`config.mk`:
```
export PLATFORM = sky130hd
export DESIGN_NAME = pong_score_controller
export DESIGN_NICKNAME = d
export VERILOG_FILES = /design/src/rtl/pong_score_controller.sv
export SDC_FILE = /design/constraint.sdc
export NUM_CORES = 1
export LEC_CHECK = 0
export ABC_AREA = 1
export CAP_MARGIN = 5
export CELL_PAD_IN_SITES_DETAIL_PLACEMENT = 0
export CELL_PAD_IN_SITES_GLOBAL_PLACEMENT = 2
export CORE_UTILIZATION = 35
export CTS_CLUSTER_DIAMETER = 200
export DETAILED_ROUTE_END_ITERATION = 8
export PLACE_DENSITY = 0.87
export SYNTH_ARGS = -nofsm -noshare
export SYNTH_HDL_FRONTEND = slang
export SYNTH_SLANG_ARGS = --single-unit
```
`constraint.sdc`:
```
create_clock -name clk -period 3.8 [get_ports clk]
set_clock_uncertainty 0.1 [all_clocks]
set_input_delay 0.76 -clock clk [delete_from_list [all_inputs] [get_ports clk]]
set_output_delay 0.76 -clock clk [all_outputs]
set_load 0.01 [all_outputs]
```
`src/rtl/pong_score_controller.sv`:
```
// Pong score keeper, game sequencer and registered seven-segment digit feed.
// Optional macro SCORE_LEADING_ZERO_BLANK_EN blanks a zero tens digit.
module pong_score_controller #(
   parameter int unsigned WIN_SCORE    = 11,
   parameter int unsigned SERVE_FRAMES = 60
) (
   input  logic       clk,
   input  logic       rst_n,
   input  logic       start,
   input  logic       miss_left,
   input  logic       miss_right,
   input  logic       vblank,
   input  logic [1:0] digit_sel,
   input  logic       digit_en,
   output logic [6:0] seg,
   output logic [3:0] left_score,
   output logic [3:0] right_score,
   output logic       attract,
   output logic       serve
);

   typedef enum logic [1:0] {
      S_ATTRACT,
      S_SERVE_WAIT,
      S_PLAY,
      S_GAME_OVER
   } state_t;

   localparam logic [3:0] WIN    = 4'(WIN_SCORE);
   localparam logic [7:0] FRAMES = 8'(SERVE_FRAMES);

   // event bits: 0 start, 1 miss_left, 2 miss_right, 3 vblank
   logic [3:0] r_sync1;
   logic [3:0] r_sync2;
   logic [3:0] r_sync3;
   logic [3:0] w_edge;

   state_t     r_state;
   state_t     w_state_nx;
   logic [3:0] r_left;
   logic [3:0] r_right;
   logic [3:0] w_left_nx;
   logic [3:0] w_right_nx;
   logic [3:0] w_left_inc;
   logic [3:0] w_right_inc;
   logic [7:0] r_frame;
   logic [7:0] w_frame_nx;
   logic       r_serve;
   logic       w_serve_nx;

   logic [6:0] r_seg;
   logic [6:0] w_seg_nx;
   logic [6:0] w_glyph;
   logic [3:0] w_score;
   logic [3:0] w_ones;
   logic [3:0] w_digit;
   logic       w_tens;
   logic       w_blank;

   // two-flop synchroniser plus previous-value flop for edge detection
   always_ff @(posedge clk or negedge rst_n) begin
      if (!rst_n) begin
         r_sync1 <= '0;
         r_sync2 <= '0;
         r_sync3 <= '0;
      end else begin
         r_sync1 <= {vblank, miss_right, miss_left, start};
         r_sync2 <= r_sync1;
         r_sync3 <= r_sync2;
      end
   end

   assign w_edge      = r_sync2 & ~r_sync3;
   assign w_left_inc  = r_left + {3'b000, w_edge[2]};
   assign w_right_inc = r_right + {3'b000, w_edge[1]};

   // game state, scores, frame counter and serve pulse registers
   always_ff @(posedge clk or negedge rst_n) begin
      if (!rst_n) begin
         r_state <= S_ATTRACT;
         r_left  <= '0;
         r_right <= '0;
         r_frame <= '0;
         r_serve <= 1'b0;
      end else begin
         r_state <= w_state_nx;
         r_left  <= w_left_nx;
         r_right <= w_right_nx;
         r_frame <= w_frame_nx;
         r_serve <= w_serve_nx;
      end
   end

   // sequencer next-state and score updates
   always_comb begin
      w_state_nx = r_state;
      w_left_nx  = r_left;
      w_right_nx = r_right;
      w_frame_nx = r_frame;
      w_serve_nx = 1'b0;
      unique case (r_state)
         S_ATTRACT, S_GAME_OVER: begin
            if (w_edge[0]) begin
               w_left_nx  = '0;
               w_right_nx = '0;
               w_frame_nx = '0;
               w_state_nx = S_SERVE_WAIT;
            end
         end
         S_SERVE_WAIT: begin
            if (w_edge[3]) begin
               if (r_frame + 8'd1 == FRAMES) begin
                  w_serve_nx = 1'b1;
                  w_frame_nx = '0;
                  w_state_nx = S_PLAY;
               end else begin
                  w_frame_nx = r_frame + 8'd1;
               end
            end
         end
         S_PLAY: begin
            if (w_edge[1] || w_edge[2]) begin
               w_left_nx  = w_left_inc;
               w_right_nx = w_right_inc;
               if (w_left_inc == WIN || w_right_inc == WIN) begin
                  w_state_nx = S_GAME_OVER;
               end else begin
                  w_frame_nx = '0;
                  w_state_nx = S_SERVE_WAIT;
               end
            end
         end
         default: w_state_nx = S_ATTRACT;
      endcase
   end

   // split the selected score into tens/ones and pick the digit
   always_comb begin
      w_score = digit_sel[1] ? r_right : r_left;
      w_tens  = (w_score >= 4'd10);
      w_ones  = w_tens ? w_score - 4'd10 : w_score;
      w_digit = digit_sel[0] ? w_ones : {3'b000, w_tens};
`ifdef SCORE_LEADING_ZERO_BLANK_EN
      w_blank = ~digit_sel[0] & ~w_tens;
`else
      w_blank = 1'b0;
`endif
   end

   // digit to {g..a} glyph lookup
   always_comb begin
      w_glyph = '0;
      case (w_digit)
         4'd0:    w_glyph = 7'b0111111;
         4'd1:    w_glyph = 7'b0000110;
         4'd2:    w_glyph = 7'b1011011;
         4'd3:    w_glyph = 7'b1001111;
         4'd4:    w_glyph = 7'b1100110;
         4'd5:    w_glyph = 7'b1101101;
         4'd6:    w_glyph = 7'b1111101;
         4'd7:    w_glyph = 7'b0000111;
         4'd8:    w_glyph = 7'b1111111;
         4'd9:    w_glyph = 7'b1101111;
         default: w_glyph = '0;
      endcase
      w_seg_nx = (digit_en && !w_blank) ? w_glyph : '0;
   end

   // register segment lines one cycle behind the digit select
   always_ff @(posedge clk or negedge rst_n) begin
      if (!rst_n) begin
         r_seg <= '0;
      end else begin
         r_seg <= w_seg_nx;
      end
   end

   assign seg         = r_seg;
   assign left_score  = r_left;
   assign right_score = r_right;
   assign serve       = r_serve;
   assign attract     = (r_state == S_ATTRACT) ||
                        (r_state == S_GAME_OVER);

endmodule

```
After elaboration in Yosys (flattened, before gate mapping)
Memory sizes are Yosys's and may differ from the RTL's.
Cells that the tools add are included.
Widths: inputs -> output; s select.
{ "classes": {"addsub": 4, "order_cmp": 1, "n_eq_ne": 11, "n_mux": 24, "bitwise": 2, "n_reduce_logical": 9} }
{ "op_table": {"columns": ["operator", "n"], "rows": [
  ["$mux 8", 5],
  ["$mux 4", 6],
  ["$pmux 8 s3", 1],
  ["$pmux 4 s2", 2],
  ["$mux 2", 5],
  ["$ne 2x2->1 const B", 5],
  ["$add 4x1->4", 2],
  ["$add 8x1->8 const B", 1],
  ["$eq 4x4->1 const B", 2],
  ["$eq 8x6->1 const B", 1],
  ["$reduce_and 4->1", 2],
  ["$mux 7", 1],
  ["$pmux 2 s3", 1],
  ["$and 4x4->4", 1],
  ["$eq 2x2->1 const B", 2],
  ["$ge 4x4->1 const B", 1],
  ["$not 4->4", 1],
  ["$sub 4x4->4 const B", 1],
  ["$logic_or 1x1->1", 3],
  ["$mux 1", 3],
  ["$reduce_and 3->1", 1],
  ["$eq 2x1->1 const B", 1],
  ["$logic_not 2->1", 1],
  ["$reduce_bool 2->1", 1],
  ["$reduce_or 2->1", 1]
]} }
{ "totals": {"reg_bits": 38, "mem_bits_ro": 112, "wordCells": 61, "n_memories": 1} }
{ "mem_list": {"columns": ["name", "depth", "width", "rd", "rd_ports_with_merged_regs", "wr", "line", "text"], "rows": [
  ["(name not given)", 16, 7, 1, 0, 0, "153", "case (w_digit)"]
]} }

Longest topological paths before layout
{ "depth": {"ltp_word": 8, "ltp_mapped": 15, "ltp_nobuf": 15} }

Worst setup path after synthesis
OpenSTA, ideal clock, no wires.
{ "synth_path": {"path_kind": "input -> register", "from": "input digit_sel[1]", "to": "register r_seg[3], in the netlist seg[3]", "t_arrival_ps": 2125, "required_ps": 3631, "slack_ps": 1506, "cell_stages": 12, "path_buffers": 1, "path_cell_list": "buf_6 -> nand2_1 -> o21ai_2 -> nand2_1 -> nand2_1 -> o21ai_1 -> inv_1 -> ha_1 -> inv_1 -> nor2_1 -> nor2_1 -> nor2_2"} }
{ "synth_between": {"elab_chain_cells": 6} }
{ "synth_lines": {"columns": ["item", "line", "text"], "rows": [
  ["start, declared", "13", "input logic [1:0] digit_sel,"],
  ["$mux 4 *", "139", "w_score = digit_sel[1] ? r_right : r_left;"],
  ["$sub 4x4->4 or $ge 4x4->1 (tied branches)", "141, 140", null],
  ["$mux 4", "141", "w_ones = w_tens ? w_score - 4'd10 : w_score;"],
  ["$mux 4 *", "142", "w_digit = digit_sel[0] ? w_ones : {3'b000, w_tens};"],
  ["$mem_v2 16x7 *", null, null],
  ["$mux 7 *", "166", "w_seg_nx = (digit_en && !w_blank) ? w_glyph : '0;"],
  ["net w_seg_nx[3]", "52", "logic [6:0] w_seg_nx;"],
  ["end signal, assigned", "174", "r_seg <= w_seg_nx;"],
  ["end, declared", "51", "logic [6:0] r_seg;"]
]} }
The timed path passes the listed nets; every way through them passes the cells marked *.
A chain may end at the register's enable or synchronous reset.

Worst setup path after layout
Ends and elaborated chain as after synthesis.

==> reports/metrics.csv <==
stage,metric,value,unit
power_and_ir_drop,finalPower,1.36,mW
synthesis,synth_area_leaders,"dfrtp_1, nand2_1, ha_1",
cts,cts_setup_buffers,0,
route,antenna_left,0,
cells_and_area,diodes,0,
synthesis,ys_seq_elements,38,
cts,cts_hold_buf,0,
synthesis,ys_warn_count,0,
cts,cts-root-buf,clkbuf_8,
synthesis,synth_simple_gate_area_share,30.0,%
synthesis,yosysSeqAreaShare,44.2,%
global_route,grt_pass1_wl,7450,microns
synthesis,synth-xor-area-share,0,%
cells_and_area,syn_to_final_growth,20.3,%
critical_path,worstPathRequired,3.93,ns
cells_and_area,drive_above_1_share,13.3,%
job,drv_cap,0,
floorplan,num_rows,28,
cts,path_clk_slew,0.08,ns
floorplan,initial_core_util,36.3,%
timing,slew_headroom,42.5,%
floorplan,coreArea,5920,sq um
hold_path,min_path_type,register to register,
global_route,grt_pass1_vias,1556,
timing,period_needed,2.74,ns
global_route,grtUsageTotal,15.1,%
cts,clkSinkCount,38,
power_and_ir_drop,ir_worst_vdd,0.306,mV
critical_path,crit_start,digit_sel[1],
synthesis,synth_common_cells,"nand2_1, dfrtp_1, inv_1",
timing,slew_violations,0,
critical_path,crit_path_end_kind,register,
global_route,grt_start_max_net_pins,39,
timing,hold_viol,0,
cts,clk-insertion-delay-late,0.29,ns
route,dr_total_vias,1699,
route,viasPerCell,4.62,
route,drt_iter0_markers,70,
hold_path,hold_end,r_sync2[1],
critical_path,startpoint_type,primary input,
synthesis,async_flop_share,100,%
power_and_ir_drop,leakage,1.25,nW
critical_path,reg2reg_to,r_frame[1],
cts,cts_tree,built,
synthesis,synth_top_family_by_area,simple AND/OR/NAND/NOR gates,
outcome,status,"complete, no violations",
synthesis,netlist_instances,265,
synthesis,synth_compound_area_share,8.03,%
synthesis,synth.avg_cell_area,8.11,sq um
synthesis,synth_edf_count,0,
cts,cts_buffers,5,
global_route,antenna_found_initial,0,
synthesis,synth.largest_area_cell,dfrtp_1,
floorplan,die_x,80.4,microns
critical_path,path_max_fanout,9,
timing,tightest_slew,0.862,ns
synthesis,yosys.area_share.adder,8.73,%
route,wl_per_cell,11.8,microns
floorplan,die-area,6460,sq um
synthesis,synth_top_area_share,44.2,%
synthesis,synth_mux_area_share,0,%
power_and_ir_drop,pwr_density_cell,524,nW/um^2
synthesis,synthFlopType,dfrtp_1,
synthesis,synthMostInstantiatedCell,nand2_1,
floorplan,die_y,80.4,microns
timing,finalCritPeriodShare,72.1,%
synthesis,synth_fp_nets,289,
hold_path,min-delay-start,r_sync1[1],
critical_path,worst-r2r-cell-count,14,
timing,max_freq,0.365,GHz
critical_path,crit_arrival,2.87,ns
cts,cts.repair.resized,0,
global_route,grt-ovfl-total,0,
floorplan,pin_count,26,
route,drc,0,
timing,finalSetupTns,0,ns
critical_path,rrSetupSlack,1.61,ns
hold_path,whs_path_depth,0,
cells_and_area,nNetsFinal,316,
route,first_pass_iters,4,
critical_path,reg2reg_from,r_sync2[1],
critical_path,crit_type,primary input to register,
route,drt-total-wl,4340,microns
synthesis,synth_cell_types,27,
cts,cts_buffer_depth,2,
cts,h-tree-depth,2,
placed_design,io_buffers,25,
timing,setup_viol,0,
synthesis,netlist_area,2150,sq um
placed_design,dp_hpwl,3150,microns
timing,rsz0062_at_grt,false,
placed_design,gp_congestion,0.770,
## per-stage QoR
| stage | utilization (%) | area (sq um) | std cells | hold slack, ns | setup slack (ns) |
|---|---|---|---|---|---|
| floorplan | - | 2150 | 265 | 0.231 | 1.51 |
| global placement | 41.4 | 2450 | 360 | 0.233 | 0.860 |
| detailed placement | 41.4 | 2450 | 360 | 0.235 | 0.766 |
| CTS | 43.7 | 2590 | 368 | 0.249 | 1.09 |
| global route | 43.7 | 2590 | 368 | 0.259 | 0.919 |
| finish | 43.7 | 2590 | 368 | 0.251 | 1.06 |
## where the power goes
| part | switching, mW | internal (mW) |
|---|---|---|
| registers | 0.0354 | 0.444 |
| clock network | 0.150 | 0.263 |
| logic | 0.311 | 0.153 |
| total | 0.496 | 0.860 |
## registers in the layout, indices dropped and copies added, names as in the netlist
name         count
r_frame          8
r_sync1          4
right_score      4
r_sync2          4
seg              7
r_sync3          4
left_score       4
r_state          2
serve            1
## routing by layer
| layer | GRT usage, % | vias to the layer above | routed length [microns] |
|---|---|---|---|
| li1 | - | 891 | - |
| met1 | 21.5 | 775 | 2310 |
| met2 | 23.1 | 29 | 1850 |
| met3 | 3.52 | 4 | 148 |
| met4 | 3.21 | 0 | 35 |
| met5 | 0 | - | 0 |
## cells by family after synthesis
logic type	Yosys count
AND/OR/NAND/NOR	137
flip-flops	38
adder cells (fa/ha/maj)	15
AO/OA/AOI/OAI	29
buffers and inverters	46
## placed cells by master (no fill, tap or decap), drive strengths merged
cell type      instances
o21ai                 24
and2                   1
ha                    15
nor3                   1
nand3b                 2
or2                    2
clkinv                 1
nand2                 74
bufinv                 2
clkbuf                 5
inv                   41
nand4                  5
buf                    1
a21boi                 1
clkdlybuf4s50         24
nand3                 27
nor2                  25
o21bai                 1
a21oi                  3
dfrtp                 38
## critical path: stages
cell             delay, ns
clkdlybuf4s50_1       0.57
nand2_1               0.18
o21ai_2               0.08
nand2_1               0.10
nand2_1               0.07
o21ai_1               0.28
inv_1                 0.14
ha_1                  0.30
inv_1                 0.03
nor2_1                0.16
nor2_1                0.08
nor2_2                0.10
## worst max-delay path by stage
stage	end	slack [ns]	depth (start not counted)
3_5_place_dp	seg[3]	0.77	12
6_report	seg[3]	1.06	12
5_1_grt	seg[3]	0.92	12
3_3_place_gp	seg[3]	0.86	12
2_1_floorplan	seg[3]	1.51	12
4_1_cts	seg[3]	1.09	12
## final cells by class
class	count	area (sq um)
well taps	75	93.8
repair buffers	25	245
flip-flops and latches	38	951
clock inverters	3	68.8
multi-input cells	181	1000
fillers	601	3330
clock buffers	5	68.8
inverters	41	154
No activity file was read; power rests on OpenSTA's default activity.
